<file path="src/rtl/systolic_output_deskew_pkg.sv">
// Shared definitions for the systolic output deskew block.
// Holds the dataflow mode encodings, the controller state type and the
// default accumulator width used by the interface and the top level.
package systolic_output_deskew_pkg;

    localparam int DEFAULT_ACC_WIDTH = 32;

    // Dataflow modes: OS results leave the array already aligned,
    // WS results leave as a staircase and must be re-aligned.
    localparam logic MODE_OS = 1'b0;
    localparam logic MODE_WS = 1'b1;

    typedef enum logic [1:0] {
        ST_IDLE  = 2'd0,
        ST_RUN   = 2'd1,
        ST_FLUSH = 2'd2
    } state_t;

endpackage

</file>
<file path="src/rtl/systolic_output_deskew_if.sv">
// Result stream bundle between the array bottom, the deskew block and the
// downstream consumer.
//   in_valid  : column-0 result valid this cycle
//   C_in      : array bottom results, column j at [(j+1)*ACC_WIDTH-1 -: ACC_WIDTH]
//   out_ready : downstream accepts the current beat
//   out_valid : aligned row available
//   C_out     : aligned row, same packing as C_in, zero when out_valid is low
//   out_last  : last row of the current tile
// The slave modport is the deskew block; the master modport is whoever
// feeds the array results and consumes the aligned rows.
interface systolic_output_deskew_if
    import systolic_output_deskew_pkg::*;
#(
    parameter int ACC_WIDTH = DEFAULT_ACC_WIDTH,
    parameter int COLS      = 4
);
    logic                        in_valid;
    logic [ACC_WIDTH*COLS-1:0]   C_in;
    logic                        out_ready;
    logic                        out_valid;
    logic [ACC_WIDTH*COLS-1:0]   C_out;
    logic                        out_last;

    modport master (
        output in_valid, C_in, out_ready,
        input  out_valid, C_out, out_last
    );

    modport slave (
        input  in_valid, C_in, out_ready,
        output out_valid, C_out, out_last
    );

endinterface

</file>
<file path="src/rtl/systolic_output_deskew_fifo.sv">
// Synchronous FIFO buffering aligned rows (row data plus last flag).
// Ports:
//   clk, rst_n       : clock, asynchronous active-low reset
//   i_push, i_data   : write request and word
//   i_pop            : read request (ignored while empty)
//   o_data           : word at the head of the queue
//   o_full, o_empty  : occupancy flags
//   o_pushAccept     : the write request is taken this cycle
// A write into a full FIFO is still accepted when a read happens in the
// same cycle, so a draining consumer never causes a drop.
module systolic_output_deskew_fifo #(
    parameter int WIDTH = 129,
    parameter int DEPTH = 8
) (
    input  logic             clk,
    input  logic             rst_n,
    input  logic             i_push,
    input  logic [WIDTH-1:0] i_data,
    input  logic             i_pop,
    output logic [WIDTH-1:0] o_data,
    output logic             o_full,
    output logic             o_empty,
    output logic             o_pushAccept
);
    localparam int AW = $clog2(DEPTH);

    logic [WIDTH-1:0] r_mem [DEPTH];
    logic [AW:0]      r_wrPtr;
    logic [AW:0]      r_rdPtr;
    logic             w_doPop;

    // Pointers carry one extra wrap bit to tell full from empty.
    assign o_empty      = (r_wrPtr == r_rdPtr);
    assign o_full       = (r_wrPtr[AW] != r_rdPtr[AW]) &&
                          (r_wrPtr[AW-1:0] == r_rdPtr[AW-1:0]);
    assign w_doPop      = i_pop && !o_empty;
    assign o_pushAccept = i_push && (!o_full || w_doPop);
    assign o_data       = r_mem[r_rdPtr[AW-1:0]];

    // Storage needs no reset; the empty flag masks stale contents.
    always_ff @(posedge clk) begin
        if (o_pushAccept) begin
            r_mem[r_wrPtr[AW-1:0]] <= i_data;
        end
    end

    // Read and write pointer advance.
    always_ff @(posedge clk or negedge rst_n) begin
        if (!rst_n) begin
            r_wrPtr <= '0;
            r_rdPtr <= '0;
        end else begin
            if (o_pushAccept) begin
                r_wrPtr <= r_wrPtr + 1'b1;
            end
            if (w_doPop) begin
                r_rdPtr <= r_rdPtr + 1'b1;
            end
        end
    end

endmodule

</file>
<file path="src/rtl/systolic_output_deskew.sv">
// Drain-side deskew for a systolic array. In WS mode the per-column results
// arrive as a staircase (column j lags column 0 by j cycles); column j is
// delayed by COLS-1-j registers so a full row lines up, and the valid tag
// follows column 0. In OS mode rows are already aligned and go straight to
// the FIFO. Aligned rows are buffered and handed downstream with valid/ready.
// Ports:
//   clk, rst_n     : clock, asynchronous active-low reset
//   i_enable       : run request
//   i_data_flow    : 0 = OS bypass, 1 = WS deskew; latched on IDLE->RUN
//   o_busy         : controller not idle or rows still buffered
//   o_overflow     : sticky, a row was dropped on a full FIFO
//   io (slave)     : result input and aligned row output stream
module systolic_output_deskew
    import systolic_output_deskew_pkg::*;
#(
    parameter int ACC_WIDTH  = DEFAULT_ACC_WIDTH,
    parameter int ROWS       = 4,
    parameter int COLS       = 4,
    parameter int FIFO_DEPTH = 8
) (
    input  logic clk,
    input  logic rst_n,
    input  logic i_enable,
    input  logic i_data_flow,
    output logic o_busy,
    output logic o_overflow,
    systolic_output_deskew_if.slave io
);
    localparam int DW   = ACC_WIDTH * COLS;
    localparam int SKEW = COLS - 1;
    localparam int FCW  = $clog2(COLS);
    localparam int RW   = (ROWS > 1) ? $clog2(ROWS) : 1;
    localparam logic [FCW-1:0] FLUSH_LAST = FCW'(COLS - 2);
    localparam logic [RW-1:0]  ROW_LAST   = RW'(ROWS - 1);

    state_t          r_state;
    logic            r_mode;
    logic [FCW-1:0]  r_flushCnt;
    logic [SKEW-1:0] r_tag;
    logic [RW-1:0]   r_rowCnt;
    logic            r_overflow;

    logic            w_run;
    logic            w_active;
    logic            w_tagIn;
    logic [DW-1:0]   w_aligned;
    logic [DW-1:0]   w_pushData;
    logic            w_pushValid;
    logic            w_last;
    logic [DW:0]     w_fifoOut;
    logic            w_full;
    logic            w_empty;
    logic            w_pushAccept;

    assign w_run    = (r_state == ST_RUN);
    assign w_active = (r_state != ST_IDLE);

    // Controller: mode is captured only when leaving IDLE; FLUSH lasts
    // COLS-1 cycles so every row already in the delay lines reaches the FIFO.
    always_ff @(posedge clk or negedge rst_n) begin
        if (!rst_n) begin
            r_state    <= ST_IDLE;
            r_mode     <= MODE_OS;
            r_flushCnt <= '0;
        end else begin
            case (r_state)
                ST_IDLE: begin
                    if (i_enable) begin
                        r_state <= ST_RUN;
                        r_mode  <= i_data_flow;
                    end
                end
                ST_RUN: begin
                    if (!i_enable) begin
                        r_state    <= ST_FLUSH;
                        r_flushCnt <= '0;
                    end
                end
                ST_FLUSH: begin
                    if (r_flushCnt == FLUSH_LAST) begin
                        r_state <= ST_IDLE;
                    end else begin
                        r_flushCnt <= r_flushCnt + FCW'(1);
                    end
                end
                default: r_state <= ST_IDLE;
            endcase
        end
    end

    // New rows are only admitted while running; the tag line then keeps
    // shifting through FLUSH so late columns still complete their row.
    assign w_tagIn = w_run && io.in_valid && (r_mode == MODE_WS);

    always_ff @(posedge clk or negedge rst_n) begin
        if (!rst_n) begin
            r_tag <= '0;
        end else begin
            r_tag[0] <= w_tagIn;
            for (int i = 1; i < SKEW; i++) begin
                r_tag[i] <= r_tag[i-1];
            end
        end
    end

    // Column j waits COLS-1-j cycles; the last column needs no register.
    for (genvar j = 0; j < COLS; j++) begin : g_col
        localparam int D = COLS - 1 - j;
        if (D == 0) begin : g_direct
            assign w_aligned[j*ACC_WIDTH +: ACC_WIDTH] = io.C_in[j*ACC_WIDTH +: ACC_WIDTH];
        end else begin : g_delay
            logic [ACC_WIDTH-1:0] r_line [D];

            always_ff @(posedge clk or negedge rst_n) begin
                if (!rst_n) begin
                    for (int i = 0; i < D; i++) begin
                        r_line[i] <= '0;
                    end
                end else begin
                    r_line[0] <= io.C_in[j*ACC_WIDTH +: ACC_WIDTH];
                    for (int i = 1; i < D; i++) begin
                        r_line[i] <= r_line[i-1];
                    end
                end
            end

            assign w_aligned[j*ACC_WIDTH +: ACC_WIDTH] = r_line[D-1];
        end
    end

    assign w_pushValid = w_active && ((r_mode == MODE_WS) ? r_tag[SKEW-1]
                                                           : (w_run && io.in_valid));
    assign w_pushData  = (r_mode == MODE_WS) ? w_aligned : io.C_in;
    assign w_last      = (r_rowCnt == ROW_LAST);

    systolic_output_deskew_fifo #(
        .WIDTH (DW + 1),
        .DEPTH (FIFO_DEPTH)
    ) u_fifo (
        .clk          (clk),
        .rst_n        (rst_n),
        .i_push       (w_pushValid),
        .i_data       ({w_last, w_pushData}),
        .i_pop        (io.out_ready),
        .o_data       (w_fifoOut),
        .o_full       (w_full),
        .o_empty      (w_empty),
        .o_pushAccept (w_pushAccept)
    );

    // Row counter moves only on stored rows, so a drop does not shift the
    // tile boundary; overflow latches until reset.
    always_ff @(posedge clk or negedge rst_n) begin
        if (!rst_n) begin
            r_rowCnt   <= '0;
            r_overflow <= 1'b0;
        end else begin
            if (w_pushAccept) begin
                r_rowCnt <= w_last ? '0 : r_rowCnt + RW'(1);
            end
            if (w_pushValid && !w_pushAccept) begin
                r_overflow <= 1'b1;
            end
        end
    end

    assign io.out_valid = !w_empty;
    assign io.C_out     = w_empty ? '0 : w_fifoOut[DW-1:0];
    assign io.out_last  = !w_empty && w_fifoOut[DW];
    assign o_busy       = w_active || !w_empty;
    assign o_overflow   = r_overflow;

endmodule

</file>
<file path="src/flat_wrapper.sv">
// flat-port wrapper written by rule: the top's interface ports become plain ports
module systolic_output_deskew_flat import systolic_output_deskew_pkg::*;
#(
    parameter int ACC_WIDTH  = DEFAULT_ACC_WIDTH,
    parameter int ROWS       = 4,
    parameter int COLS       = 4,
    parameter int FIFO_DEPTH = 8
)
  (clk, rst_n, i_enable, i_data_flow, o_busy, o_overflow, io_in_valid, io_C_in, io_out_ready, io_out_valid, io_C_out, io_out_last);
  systolic_output_deskew_if #(.ACC_WIDTH(ACC_WIDTH), .COLS(COLS)) io_i ();
  input  logic clk;
  input  logic rst_n;
  input  logic i_enable;
  input  logic i_data_flow;
  output logic o_busy;
  output logic o_overflow;
  input wire logic [$bits(io_i.in_valid)-1:0] io_in_valid;
  input wire logic [$bits(io_i.C_in)-1:0] io_C_in;
  input wire logic [$bits(io_i.out_ready)-1:0] io_out_ready;
  output wire logic [$bits(io_i.out_valid)-1:0] io_out_valid;
  output wire logic [$bits(io_i.C_out)-1:0] io_C_out;
  output wire logic [$bits(io_i.out_last)-1:0] io_out_last;
  assign io_i.in_valid = io_in_valid;
  assign io_i.C_in = io_C_in;
  assign io_i.out_ready = io_out_ready;
  assign io_out_valid = io_i.out_valid;
  assign io_C_out = io_i.C_out;
  assign io_out_last = io_i.out_last;
  systolic_output_deskew #(.ACC_WIDTH(ACC_WIDTH), .ROWS(ROWS), .COLS(COLS), .FIFO_DEPTH(FIFO_DEPTH)) u_core (.clk(clk), .rst_n(rst_n), .i_enable(i_enable), .i_data_flow(i_data_flow), .o_busy(o_busy), .o_overflow(o_overflow), .io(io_i));
endmodule
</file>
<file path="config.mk">
export PLATFORM = sky130hd
export DESIGN_NAME = systolic_output_deskew_flat
export DESIGN_NICKNAME = d
export VERILOG_FILES = /design/src/rtl/systolic_output_deskew_pkg.sv /design/src/rtl/systolic_output_deskew_if.sv /design/src/rtl/systolic_output_deskew_fifo.sv /design/src/rtl/systolic_output_deskew.sv /design/src/flat_wrapper.sv
export SDC_FILE = /design/constraint.sdc
export NUM_CORES = 1
export LEC_CHECK = 0
export BUFFER_PORTS_ARGS = -buffer_cell sky130_fd_sc_hd__buf_4
export CAP_MARGIN = 25
export CORE_ASPECT_RATIO = 1.5
export CORE_MARGIN = 5
export CORE_UTILIZATION = 40
export CTS_CLUSTER_SIZE = 24
export DETAILED_ROUTE_END_ITERATION = 16
export PLACE_DENSITY_LB_ADDON = 0.25
export SLEW_MARGIN = 10
export SYNTH_ARGS = -nofsm -noshare
export SYNTH_HDL_FRONTEND = slang
export SYNTH_HIERARCHICAL = 1
export SYNTH_SLANG_ARGS = --single-unit
</file>
<file path="constraint.sdc">
create_clock -name clk -period 21.2 [get_ports clk]
set_clock_uncertainty 0.05 [all_clocks]
set_input_delay 2.12 -clock clk [delete_from_list [all_inputs] [get_ports clk]]
set_output_delay 2.12 -clock clk [all_outputs]
set_load 0.005 [all_outputs]
</file>
==> results of run 1 <==
critical path, cell delays in order, from the launching register on:
cell	delay [ps]
dfrtp_4	550
buf_12	690
buf_4	750
mux4_2	590
mux2_2	330
and2b_1	170
buf_4	130
registers in the layout (all words and copies together), names as in the netlist:
signal,cells
u_core/u_fifo/r_mem,1032
u_core/u_fifo/r_wrPtr,4
u_core/r_rowCnt,2
u_core/r_state,2
u_core/g_col.g_delay.r_line,192
u_core/r_flushCnt,2
u_core/o_overflow,1
u_core/r_mode,1
u_core/u_fifo/r_rdPtr,4
u_core/r_tag,3
layer usage:
| metal | up-vias | part of all wire | GRT usage |
|---|---|---|---|
| met4 | 4 | 0.025 | 0.0520 |
| met5 | - | 0.00026 | 0 |
| li1 | 8933 | - | - |
| met3 | 128 | 0.049 | 0.0298 |
| met2 | 498 | 0.51 | 0.274 |
| met1 | 11200 | 0.42 | 0.212 |
power groups by stage:
| stage | clock network [W] | registers [W] | logic, W |
|---|---|---|---|
| after floorplan | 0 | 0.00301 | 0.00148 |
| after global placement | 0 | 0.00308 | 0.00218 |
| after detailed placement | 0 | 0.00309 | 0.00221 |
| after CTS | 0.00204 | 0.00304 | 0.00222 |
| after global routing | 0.00214 | 0.00303 | 0.00238 |
| final | 0.00197 | 0.00302 | 0.00219 |
final timing paths:
path,endpoint,slack (ps)
max in group asynchronous,u_core/g_col[0].g_delay.r_line[76],18210
min,u_core/g_col[1].g_delay.r_line[28],290
min reg2reg,u_core/g_col[1].g_delay.r_line[28],290
min in group asynchronous,u_core/g_col[2].g_delay.r_line[30],1430
max reg2reg,u_core/u_fifo/r_mem[5][58],16770
max,io_C_out[44],14900
layout make-up:
cell class              count  area, um^2  area share
clock buffers             176        3320      0.0612
inverters                   6        22.5    0.000415
flip-flops and latches   1243       36300       0.669
diodes                      5        12.5    0.000231
multi-input cells         679        9900       0.183
clock inverters            39         298     0.00549
well taps                1550        1940      0.0358
repair buffers            306        2430      0.0449
metrics by stage:
| step | utilization | cell area, um^2 | instances |
|---|---|---|---|
| after detailed placement | 0.434 | 50500 | 3780 |
| after floorplan | - | 46900 | 2031 |
| after global routing | 0.467 | 54200 | 4001 |
| final | 0.467 | 54200 | 4004 |
| after global placement | 0.434 | 50500 | 3779 |
| after CTS | 0.466 | 54100 | 3995 |
==> impl_results.md, run 1 <==
- Status: finished clean
- Fin crit period: 6300 ps
- Largest net degree at the start of global routing: 119
- Max FO, Critical Path: 118
- Layout cells sized above 1: 0.377
- Global-route wire length before repair: 149,000 um
- Max-slew violation count: 0
- Row Count: 153
- Tcrit/Tclk final: 0.297
- Vias: 20,700
- Avg Synthesized Cell Area: 23.1 um^2
- Switching share of power: 0.279
- Worst Hold Class: reg2reg
- Sw power: 0.00200 W
- Post-CTS setup repair buffer count: 0
- Critical path required time: 19,030 ps
- CTS Sinks: 1,243
- Total Power: 0.00719 W
- Commonest non-fill, non-tap cell in the layout: edfxtp_1
- Clock latency on the worst-skew pair: 710 ps
- H-Tree Depth: 3
- Routed wire length: 100,000 um
- Critical Path AT: 4130 ps
- Hold Path Stages: 0
- FF-to-FF path depth: 6
- Hold_ws: 290 ps
- Vias in the first global route: 22,800
- Worst slack, placed: 15,380 ps
- Worst Tran Pin Value: 1060 ps
- Comb pwr share: 0.305
- Clock slew at reported path FFs: 70 ps
- Synth-to-layout area growth: 15.6%
- Placed wire-length estimate: 52,500 um
- R2R Path Start: u_core/r_mode
- RSZ-0062 raised after global routing: false
- Detailed-route DRC error count: 0
- Worst setup path start: u_core/u_fifo/r_rdPtr[0]
- Total CTS buffers: 114
- Cell Area, Synth: 46,900 um^2
- Hold-fix buffers at CTS: 0
- Ys Warns: 6
- Pwr dens: 133 nW/um^2
- Most frequent cells in the layout: edfxtp_1 (1,032), buf_4 (297), mux2_2 (229)
- Total gr overflow: 0
- Nets: 2,488
- Post-cts sizing count: 0
- Initial antenna violation count: 9
- Crit path launch type: flop
- CTS tree: yes
- Worst setup EP type: output pin
- Fillers: 9,611
- Max-cap violation count: 0
- First DRT Iteration DRCs: 1,317
- Root Driver: clkbuf_16
- Routed Antenna Nets: 0
- Syn Inst Count: 2,031
- Routed WL per cell: 25.1 um
- Setup ws final: 14,900 ps
- Placer's final routability congestion estimate: 0.690
- Die area: 124,000 um^2
- Max-slew headroom: 0.296
- Clock share of power: 0.275
- Ports: 266
- Reg power frac: 0.420
- Port-buffer cells: 265
- WS Path Type: reg2out
- Gr usage total: 0.162
- Die X: 290 um
- Max rail drop VDD: 0.000113 V
- Pint: 0.00518 W
- Core Area: 116,000 um^2
- Setup TNS: 0 ps
- Final hold violations: 0
- Pre-antenna DRT Iters: 5
- Starting Density: 0.403
- Max Freq: 0.159 GHz
- Vias per cell: 5.18
- Die Ht: 429 um
- Mapped Nets: 2,169
- Lkg Pwr: 18.3 nW
- Final setup fails: 0
- Longest Clk Path Bufs: 3
- Min-delay src: u_core/g_col[1].g_delay.r_line[60]
(Power assumes the default switching activity.)
==> inputs of run 2 (changes only) <==
--- a/config.mk
+++ b/config.mk
@@ -5,6 +5,7 @@
 export SDC_FILE = /design/constraint.sdc
 export NUM_CORES = 1
 export LEC_CHECK = 0
+export ABC_AREA = 1
 export BUFFER_PORTS_ARGS = -buffer_cell sky130_fd_sc_hd__buf_4
 export CAP_MARGIN = 25
 export CORE_ASPECT_RATIO = 1.5
==> constraint.sdc (replaced) <==
create_clock -name clk -period 5.14 [get_ports clk]
set_clock_uncertainty 0.05 [all_clocks]
set_input_delay 0.514 -clock clk [delete_from_list [all_inputs] [get_ports clk]]
set_output_delay 0.514 -clock clk [all_outputs]
set_load 0.005 [all_outputs]
==> run 2 against run 1 <==
Compared with the run above:
- critical path depth is 3 higher
- worst setup slack got worse by 14000 ps
- cell area increased by 3.9%
- die area grew 1.7%
- global-route usage up 2.3 points
- cell count grew 45%
==> impl_results.md, run 2 <==
- Setup TNS: 0 ps (unchanged)
- Design area: 56,300 um^2 (+3.9%)
- Worst setup EP type: output pin
- Gr usage total: 0.184 (+0.0227)
- Total Power: 0.0330 W (+360%)
- Nets: 4,284 (+72%)
- Root Driver: clkbuf_16
- Crit path launch type: flop
- Final hold violations: 0 (unchanged)
- RSZ-0062 raised after global routing: false
- Max-slew headroom: 0.126 (-0.170)
- Die area: 126,000 um^2 (+1.7%)
- Largest net degree at the start of global routing: 254 (+110%)
- Vias per cell: 5.14 (-0.86%)
- Pwr dens: 585 nW/um^2 (+340%)
- Most frequent cells in the layout: edfxtp_1 (1,032), nand2_1 (718), nor2_1 (646)
- Worst Hold Class: in2reg
- Synth-to-layout area growth: 18.1%
- Critical Path AT: 3800 ps (-330 ps)
- Post-cts sizing count: 0 (unchanged)
- Clock slew at reported path FFs: 60 ps (about the same)
- Final Non-Filler Cells: 5,818 (+45%)
- First DRT Iteration DRCs: 2,124 (+61%)
- Ys Warns: 6 (unchanged)
- Port-buffer cells: 265 (unchanged)
- CTS Sinks: 1,243 (unchanged)
- Max-slew violation count: 0 (unchanged)
- WS Path Type: reg2out
- Hold-fix buffers at CTS: 132 (+132)
- Clock latency on the worst-skew pair: 710 ps (about the same)
- Status: finished clean
- Layout cells sized above 1: 0.124 (-0.253)
- Core Area: 119,000 um^2 (+2.1%)
- Area post-placement: 51,100 um^2 (+1.2%)
- Final setup fails: 0 (unchanged)
- Ports: 266 (unchanged)
- Clock share of power: 0.263 (-0.012)
- Placer's final routability congestion estimate: 0.716 (+3.7%)
- Tcrit/Tclk final: 0.849
- Pre-antenna DRT Iters: 5 (unchanged)
- Max FO, Critical Path: 89 (-25%)
- Mapped Nets: 3,957 (+82%)
- Commonest non-fill, non-tap cell in the layout: edfxtp_1
- Pint: 0.0213 W (+310%)
- Finished Core Util: 0.475 (+0.00817)
- Global-route wire length before repair: 181,000 um (+21%)
- Post-CTS setup repair buffer count: 0 (unchanged)
- Detailed-route DRC error count: 0 (unchanged)
- Reg power frac: 0.392 (-0.028)
- Lkg Pwr: 21.0 nW (+15%)
- Placed wire-length estimate: 60,900 um (+16%)
- Max-cap violation count: 0 (unchanged)
- Routed wire length: 120,000 um (+19%)
- Max Freq: 0.229 GHz
- Critical path required time: 4580 ps (-14,450 ps)
- Worst Tran Pin Value: 1310 ps (+255 ps)
- Inst Count DP: 5,464 (+45%)
- Max rail drop VDD: 0.000454 V (+300%)
- Switching share of power: 0.355 (+0.0766)
- CTS tree: yes
- Total CTS buffers: 117 (+2.6%)
- Total gr overflow: 0 (unchanged)
- Syn Inst Count: 3,819 (+88%)
- Row Count: 155 (+1.3%)
- Cell Area, Synth: 47,700 um^2 (+1.7%)
- Die X: 292 um (+0.83%)
- H-Tree Depth: 3 (unchanged)
- Routed Antenna Nets: 0 (unchanged)
- Avg Synthesized Cell Area: 12.5 um^2 (-46%)
- Routed WL per cell: 20.6 um (-18%)
- Vias: 29,900 (+44%)
- Sw power: 0.0117 W (+480%)
- Comb pwr share: 0.345 (+0.040)
- Fin crit period: 4360 ps
- Longest Clk Path Bufs: 3 (unchanged)
- Vias in the first global route: 30,100 (+32%)
- Starting Density: 0.402 (-0.00164)
- Initial antenna violation count: 6 (-3)
- Number of flip-flops in the largest register: 1,032 (unchanged)
- Die Ht: 433 um (+0.84%)
==> run 2: critical path, stage by stage (launching register included) <==
cell and delay (ps):
dfrtp_4 890, inv_6 470, nand2_1 170, nand2_1 70
nor2_2 130, nand3_1 230, inv_6 420, buf_12 300
nand2_1 120, buf_4 150
==> run 2: worst paths after layout <==
kind / startpoint / to / slack (ps) / cells after the start
max: u_core/u_fifo/r_rdPtr[1] / o_busy / 780 / 9
min: io_in_valid / u_core/r_tag[0] / 190 / 3
max reg2reg: u_core/u_fifo/r_rdPtr[1] / u_core/u_fifo/r_mem[6][120] / 1580 / 8
min reg2reg: u_core/g_col[0].g_delay.r_line[63] / u_core/g_col[0].g_delay.r_line[31] / 270 / 0
max in group asynchronous: rst_n / u_core/u_fifo/r_rdPtr[1] / 3430 / 3
min in group asynchronous: rst_n / u_core/g_col[0].g_delay.r_line[80] / 240 / 2
==> run 2: metrics by stage <==
step / hold WS (ps) / setup slack, ps
floorplan: 168 / -2000
global placement: 281 / 1380
detailed placement: 285 / 1390
CTS: 113 / 608
global route: 184 / 540
finish: 190 / 776
==> run 2: final cells by class <==
type                       instances  area (um^2)
fill                           10500        62300
clock buffer                     165         3350
antenna                            3         7.51
timing repair buffer             446         3930
tap                             1570         1960
inverter                         150          596
sequential                      1243        36300
multi-input combinational       2188         9680
clock inverter                    53          532
==> run 2: routing by layer <==
metal | wire, um | global-route usage | up-vias | part of all wire
met5 | 41 | 0 | - | 0.00034
li1 | - | - | 14000 | -
met4 | 2590 | 0.0519 | 6 | 0.022
met3 | 5550 | 0.0241 | 163 | 0.046
met1 | 50400 | 0.236 | 15000 | 0.42
met2 | 61300 | 0.330 | 752 | 0.51
==> run 2: power groups by stage <==
| stage | clock network (W) | logic (W) | registers [W] |
|---|---|---|---|
| after floorplan | 0 | 0.00693 | 0.0129 |
| after global placement | 0 | 0.0113 | 0.0131 |
| after detailed placement | 0 | 0.0115 | 0.0131 |
| after CTS | 0.00891 | 0.0116 | 0.0129 |
| after global routing | 0.00929 | 0.0127 | 0.0130 |
| final | 0.00867 | 0.0114 | 0.0129 |
